**src/rtl/pc_unit_if.sv**
```systemverilog
// Fetch-side bundle of the program-counter unit: control requests in, PC state out.
interface pc_unit_if #(
    parameter int XLEN = 32
);
    logic            stall;
    logic            redirect_valid;
    logic [XLEN-1:0] redirect_target;
    logic            trap_req;
    logic            halt_req;
    logic            resume_req;
    logic [XLEN-1:0] pc;
    logic [XLEN-1:0] pc_plus4;
    logic            fetch_valid;
    logic            flush;
    logic            misaligned;
    logic [XLEN-1:0] epc;
    logic            halted;

    modport master (
        output stall, redirect_valid, redirect_target, trap_req, halt_req, resume_req,
        input  pc, pc_plus4, fetch_valid, flush, misaligned, epc, halted
    );

    modport slave (
        input  stall, redirect_valid, redirect_target, trap_req, halt_req, resume_req,
        output pc, pc_plus4, fetch_valid, flush, misaligned, epc, halted
    );
endinterface

```
**src/rtl/pc_unit.sv**
```systemverilog
// rv32i fetch program counter: sequential stepping, redirects, trap entry,
// stall and debug halt/resume, with EPC capture and one-cycle flush pulses.
module pc_unit #(
    parameter int              XLEN       = 32,
    parameter logic [XLEN-1:0] RESET_VEC  = '0,
    parameter logic [XLEN-1:0] TRAP_VEC   = XLEN'(32'h100),
    parameter int              INC        = 4,
    parameter int              ALIGN_BITS = 2
) (
    input  logic       clk,
    input  logic       rst_n,
    pc_unit_if.slave   bus
);
    typedef enum logic [1:0] {BOOT, RUN, HALT} state_t;

    localparam logic [XLEN-1:0] INC_W      = XLEN'(INC);
    localparam logic [XLEN-1:0] ALIGN_MASK = XLEN'((64'd1 << ALIGN_BITS) - 64'd1);

    state_t          state_q;
    logic [XLEN-1:0] pc_q;
    logic [XLEN-1:0] epc_q;
    logic            flush_q;
    logic            mis_q;
    logic            tgt_ok;

    assign tgt_ok = (bus.redirect_target & ALIGN_MASK) == '0;

    always_ff @(posedge clk or negedge rst_n) begin
        if (!rst_n) begin
            state_q <= BOOT;
            pc_q    <= RESET_VEC;
            epc_q   <= '0;
            flush_q <= 1'b0;
            mis_q   <= 1'b0;
        end else begin
            flush_q <= 1'b0;
            mis_q   <= 1'b0;
            unique case (state_q)
                BOOT: state_q <= RUN;
                RUN: begin
                    // Control flow outranks halt and stall; a bad target becomes a trap.
                    if (bus.trap_req || (bus.redirect_valid && !tgt_ok)) begin
                        pc_q    <= TRAP_VEC;
                        epc_q   <= pc_q;
                        flush_q <= 1'b1;
                        mis_q   <= !bus.trap_req;
                    end else if (bus.redirect_valid) begin
                        pc_q    <= bus.redirect_target;
                        flush_q <= 1'b1;
                    end else if (bus.halt_req) begin
                        state_q <= HALT;
                    end else if (!bus.stall) begin
                        pc_q <= pc_q + INC_W;
                    end
                end
                HALT: begin
                    // Pipeline is already drained here, so nothing in HALT raises flush.
                    if (bus.trap_req) begin
                        pc_q    <= TRAP_VEC;
                        epc_q   <= pc_q;
                        state_q <= RUN;
                    end else begin
                        if (bus.redirect_valid) begin
                            if (tgt_ok) pc_q  <= bus.redirect_target;
                            else        mis_q <= 1'b1;
                        end
                        if (bus.resume_req) state_q <= RUN;
                    end
                end
                default: state_q <= BOOT;
            endcase
        end
    end

    assign bus.pc          = pc_q;
    assign bus.pc_plus4    = pc_q + INC_W;
    assign bus.fetch_valid = (state_q == RUN);
    assign bus.halted      = (state_q == HALT);
    assign bus.flush       = flush_q;
    assign bus.misaligned  = mis_q;
    assign bus.epc         = epc_q;
endmodule
```
**src/flat_wrapper.sv**
```systemverilog
// flat-port wrapper written by rule: the top's interface ports become plain ports
module pc_unit_flat 
#(
    parameter int              XLEN       = 32,
    parameter logic [XLEN-1:0] RESET_VEC  = '0,
    parameter logic [XLEN-1:0] TRAP_VEC   = XLEN'(32'h100),
    parameter int              INC        = 4,
    parameter int              ALIGN_BITS = 2
)
  (clk, rst_n, bus_stall, bus_redirect_valid, bus_redirect_target, bus_trap_req, bus_halt_req, bus_resume_req, bus_pc, bus_pc_plus4, bus_fetch_valid, bus_flush, bus_misaligned, bus_epc, bus_halted);
  pc_unit_if #(.XLEN(XLEN)) bus_i ();
  input  logic clk;
  input  logic rst_n;
  input wire logic [$bits(bus_i.stall)-1:0] bus_stall;
  input wire logic [$bits(bus_i.redirect_valid)-1:0] bus_redirect_valid;
  input wire logic [$bits(bus_i.redirect_target)-1:0] bus_redirect_target;
  input wire logic [$bits(bus_i.trap_req)-1:0] bus_trap_req;
  input wire logic [$bits(bus_i.halt_req)-1:0] bus_halt_req;
  input wire logic [$bits(bus_i.resume_req)-1:0] bus_resume_req;
  output wire logic [$bits(bus_i.pc)-1:0] bus_pc;
  output wire logic [$bits(bus_i.pc_plus4)-1:0] bus_pc_plus4;
  output wire logic [$bits(bus_i.fetch_valid)-1:0] bus_fetch_valid;
  output wire logic [$bits(bus_i.flush)-1:0] bus_flush;
  output wire logic [$bits(bus_i.misaligned)-1:0] bus_misaligned;
  output wire logic [$bits(bus_i.epc)-1:0] bus_epc;
  output wire logic [$bits(bus_i.halted)-1:0] bus_halted;
  assign bus_i.stall = bus_stall;
  assign bus_i.redirect_valid = bus_redirect_valid;
  assign bus_i.redirect_target = bus_redirect_target;
  assign bus_i.trap_req = bus_trap_req;
  assign bus_i.halt_req = bus_halt_req;
  assign bus_i.resume_req = bus_resume_req;
  assign bus_pc = bus_i.pc;
  assign bus_pc_plus4 = bus_i.pc_plus4;
  assign bus_fetch_valid = bus_i.fetch_valid;
  assign bus_flush = bus_i.flush;
  assign bus_misaligned = bus_i.misaligned;
  assign bus_epc = bus_i.epc;
  assign bus_halted = bus_i.halted;
  pc_unit #(.XLEN(XLEN), .RESET_VEC(RESET_VEC), .TRAP_VEC(TRAP_VEC), .INC(INC), .ALIGN_BITS(ALIGN_BITS)) u_core (.clk(clk), .rst_n(rst_n), .bus(bus_i));
endmodule
```
**config.mk**
```make
export PLATFORM = sky130hd
export DESIGN_NAME = pc_unit_flat
export DESIGN_NICKNAME = d
export VERILOG_FILES = /design/src/rtl/pc_unit_if.sv /design/src/rtl/pc_unit.sv /design/src/flat_wrapper.sv
export SDC_FILE = /design/constraint.sdc
export NUM_CORES = 1
export LEC_CHECK = 0
export CAP_MARGIN = 20
export CORE_UTILIZATION = 45
export DETAILED_ROUTE_END_ITERATION = 10
export MAX_ROUTING_LAYER = met4
export PLACE_DENSITY = 0.81
export SETUP_SLACK_MARGIN = 0.05
export SKIP_LAST_GASP = 1
export SLEW_MARGIN = 20
export SYNTH_ARGS = -nofsm -noshare
export SYNTH_HDL_FRONTEND = slang
export SYNTH_SLANG_ARGS = --single-unit
```
**constraint.sdc**
```tcl
create_clock -name clk -period 2.85 [get_ports clk]
set_input_delay 0.57 -clock clk [delete_from_list [all_inputs] [get_ports clk]]
set_output_delay 0.57 -clock clk [all_outputs]
set_load 0.01 [all_outputs]
```
==> flow_results.org <==
** Detailed routing
- Once detail routing completed, the nets flagged for antenna violations numbered 0.
- DRT Wirelength :: 11,800 um
- Initial drt markers :: 308
- Met1 routed wirelength after detailed routing :: 4950 um
- Top sig layer :: met4
- Routed wirelength normalized by instance count :: 18.1 um
- Met2 wirelength from detailed routing :: 5760 um
- Total via count in the routed design :: 3,762
- Length of routed met3 wiring :: 807 um
- For this run, design rule violations remaining after detail routing come to 0.
- Number of iterations in the first detailed-routing pass :: 5
- Mean number of vias per cell :: 5.74

** Placement
- The wire-length estimate of the detail-placed layout is 8200 um.
- The placed instances occupy a cell area of 5420 sq um.
- Routability-driven placement finished with a final weighted congestion of 0.916.
- The count of buffers added on input and output ports is 138.

** Clock network
- Count of H-tree levels built during CTS :: 3
- Largest buffer count on any clock path :: 2
- The cell sitting at the root of the clock tree is a sky130_fd_sc_hd__clkbuf_8.
- TritonCTS built the clock tree.
- In this run, CTS created clock tree buffers numbering 9.
- After clock tree synthesis, the clock-pin slew on the worst setup and hold paths is 0.08 ns.
- Clock sink count :: 68
- Buffers inserted to repair hold after CTS numbered 0.
- Insertion delay of the later-clocked pin in the worst-skew pair :: 0.35 ns

** STA
- Fmax :: 360 MHz
- Minimum clock period after layout :: 2.78 ns
- For the pin with the worst max-slew slack, the measured transition is 0.892 ns.
- In this run the tightest slew margin relative to its limit is 40.5%.
- Count of final setup violators :: 0
- The final hold violation count is 0.
- Clock skew after layout :: 0.00932 ns
- Setup repair after global routing could not meet its margin everywhere.
- The count of final max-slew check failures came to 0.
- In the finished design, the share of the clock period the worst path needs comes to 97.4%.
- The tightest hold path in the finished design has a slack of 0.334 ns.

** Layout
- Relative to the synthesized area, the layout overhead comes to 57.8%.
- Final #Nets :: 592
- In the final layout, the multi-input gates occupy 1950 sq um.
- Post-layout instance area :: 5800 sq um
- Across the whole layout, storage elements account for 1700 sq um.
- The number of antenna diodes in the final layout is 0.
- The post-route netlist has 21.0% of its cells at a drive strength greater than 1.
- The library cells used most frequently in the layout, excluding fill and tap cells, are sky130_fd_sc_hd__clkdlybuf4s50_1 (119), sky130_fd_sc_hd__dfrtp_1 (67), sky130_fd_sc_hd__buf_4 (49).
- Leaving out fill and tap cells, the most frequent cell in the layout is sky130_fd_sc_hd__clkdlybuf4s50_1.
- Fill cells :: 592

** Power
- In this run the power density over the cells is 1020 nW/um^2.
- Peak VDD IR :: 0.608 mV
- Lkg Pwr :: 2.57 nW
- Total power for the finished layout comes to 5.92 mW.

** Yosys
- Cell count after synthesis :: 374
- Net Count, Synth :: 418
- Combined area of all synthesized cells :: 3670 sq um
- Synthesis instantiated 44 different standard cells from the library.
- The synthesized design contains 0 enable-type register cells.
- Largest cells by area after synthesis :: sky130_fd_sc_hd__dfrtp_1 (46%), sky130_fd_sc_hd__mux2_2 (6.4%), sky130_fd_sc_hd__o21ai_0 (5.4%)
- Most instantiated flip-flop cell in the synthesis netlist :: sky130_fd_sc_hd__dfrtp_1
- In the synthesized netlist the async set-or-reset flop fraction comes to 100%.
- Fraction of the yosys area taken by sequential cells :: 46.3%
- During synthesis, Yosys emitted a total of 0 warnings.
- After synthesis, the mean cell area works out to 9.83 sq um.
- In this run, synthesis produced a sequential element count of 68.
- In this run the biggest area consumer among cell types represents 46.3% of the synthesized area.
- The biggest area contributor in the post-synthesis netlist is sky130_fd_sc_hd__dfrtp_1.

** GRT
- Vias in the first global route :: 3,699
- Grt total ovfl :: 0
- Global routing consumed, over all layers together, 29.4% of the routing resources.
- Largest net degree at the start of global routing :: 69
- The first global-routing pass estimated 19,000 um of wire.
- Initial antenna violation count :: 0

** Run
- Across the run, the number of max-cap violations was 0.

** Die
- From bottom edge to top edge, the die measures 92.4 um.
- In this run the standard cell core region covers 7810 sq um.
- Area enclosed by the die boundary :: 8530 sq um
- For this design the top-level I/O count stands at 139.
- Horizontal die dimension :: 92.4 um
- Rows :: 32
- The initial utilization of the core area, before any placement, comes to 47.1%.

** Status
- The flow ran to the end, and the final reports show no timing, DRC or antenna violations.

** Setup path
- Required time at the worst-slack endpoint :: 2.28 ns
- Cells traversed along the worst timing path :: and3_1, nand4_1, buf_4, or4_4, xnor2_1, dlygate4sd2_1
- For this design, the slowest cell found on the critical path is sky130_fd_sc_hd__dfrtp_1.
- The worst setup path is launched from a register.
- Delay contributed by the slowest stage of the critical path :: 0.45 ns
- The critical path in this run is classified as reg2out.
- CP arrival :: 2.21 ns
- Endpoint type of the worst setup path :: primary output
- Of all nets on the critical path, the largest fanout is 6.

** Worst hold path
- Type of the worst min-delay path :: in2async
## layer usage
metal,vias up,GRT usage (%)
met5,-,-
met2,191,45.2
li1,1717,-
met3,25,4.11
met1,1829,39.2
met4,0,12.0
## sequential cells by signal, summed over array words and instances, names as in the netlist
register and cells:
u_core.bus.epc 32, u_core.bus.flush 1, u_core.bus.pc 32, u_core.bus.misaligned 1, u_core.state_q 2
## power breakdown
part / internal [mW] / switching, mW
sequential: 1.30 / 0.240
clock: 0.388 / 0.367
combinational: 1.79 / 1.84
## metrics by stage
stage	cells	TNS (ns)	util, %	setup WS (ns)
global placement	628	0	69.5	0.0881
floorplan	374	0	-	0.523
finish	655	0	74.3	0.0732
CTS	647	-0.291	73.0	-0.164
global route	655	0	74.3	0.0160
detailed placement	628	0	69.5	0.0234
## synth_stat cells, types with 3 or more instances
| cell | number |
|---|---|
| sky130_fd_sc_hd__and4_1 | 4 |
| sky130_fd_sc_hd__mux2_2 | 21 |
| sky130_fd_sc_hd__o22ai_1 | 4 |
| sky130_fd_sc_hd__a221oi_1 | 4 |
| sky130_fd_sc_hd__nand2_1 | 25 |
| sky130_fd_sc_hd__clkbuf_1 | 18 |
| sky130_fd_sc_hd__xor2_1 | 12 |
| sky130_fd_sc_hd__ha_1 | 5 |
| sky130_fd_sc_hd__buf_2 | 4 |
| sky130_fd_sc_hd__nand4_1 | 6 |
| sky130_fd_sc_hd__xnor2_1 | 16 |
| sky130_fd_sc_hd__dfrtp_1 | 68 |
| sky130_fd_sc_hd__a31oi_1 | 4 |
| sky130_fd_sc_hd__nor4_1 | 4 |
| sky130_fd_sc_hd__o31a_1 | 6 |
| sky130_fd_sc_hd__a21oi_1 | 10 |
| sky130_fd_sc_hd__a22oi_1 | 13 |
| sky130_fd_sc_hd__nand3_1 | 8 |
| sky130_fd_sc_hd__nor3_1 | 9 |
| sky130_fd_sc_hd__o21ai_0 | 40 |
| sky130_fd_sc_hd__inv_1 | 18 |
| sky130_fd_sc_hd__buf_4 | 3 |
| sky130_fd_sc_hd__a32oi_1 | 6 |
| sky130_fd_sc_hd__nor2_1 | 25 |
| sky130_fd_sc_hd__and3_1 | 5 |
| sky130_fd_sc_hd__o2bb2ai_1 | 14 |
## kinds of logic (layout without fill, tap and decap cells)
family	Yosys count	in the layout	share of synthesized area (%)
adders and majority gates	5	5	1.70
xor gates and xnor gates	28	28	6.67
and+or+nand+nor	98	98	14.0
buffers and inverters	44	223	4.94
AOI/OAI and AO/OA	110	110	19.9
muxes	21	21	6.44
DFF	68	68	46.3
## worst max-delay path, delay by kind of cell (launching register included)
family / cells / cell delay (ns)
and+or+nand+nor: 3 / 0.79
xor gates and xnor gates: 1 / 0.13
buffers and inverters: 2 / 0.48
DFF: 1 / 0.45
## path summary, 6_finish.rpt
kind                                                  end                           start  cells past startpoint  slack (ns)
max                                      bus_pc_plus4[29]   u_core.bus.pc[24]$_DFFE_PN0P_                      6        0.07
min                         u_core.bus.epc[5]$_DFFE_PN0P_                           rst_n                      1        0.33
max reg2reg                 u_core.bus.pc[14]$_DFFE_PN0P_   u_core.state_q[0]$_DFFE_PN0P_                      8        0.76
min reg2reg                u_core.bus.epc[30]$_DFFE_PN0P_  u_core.bus.epc[30]$_DFFE_PN0P_                      2        0.48
max in group asynchronous    u_core.bus.pc[9]$_DFFE_PN0P_                           rst_n                      1        1.90
min in group clk           u_core.bus.epc[30]$_DFFE_PN0P_  u_core.bus.epc[30]$_DFFE_PN0P_                      2        0.48
## cell type report
| type | instances | share of cell area [%] |
|---|---|---|
| clock buffer | 15 | 3.04 |
| clock inverter | 1 | 0.0863 |
| inverter | 18 | 1.17 |
| multi-input combinational | 262 | 33.6 |
| sequential | 68 | 29.4 |
| tap | 102 | 2.20 |
| timing repair buffer | 189 | 30.5 |
## repair_timing
item,CTS,global route
setup endpoints to repair,18,13
hold endpoints to repair,0,0
setup buffers,3,8
gates resized for setup,33,17
pin swaps,2,7
(Power assumes the default switching activity.)
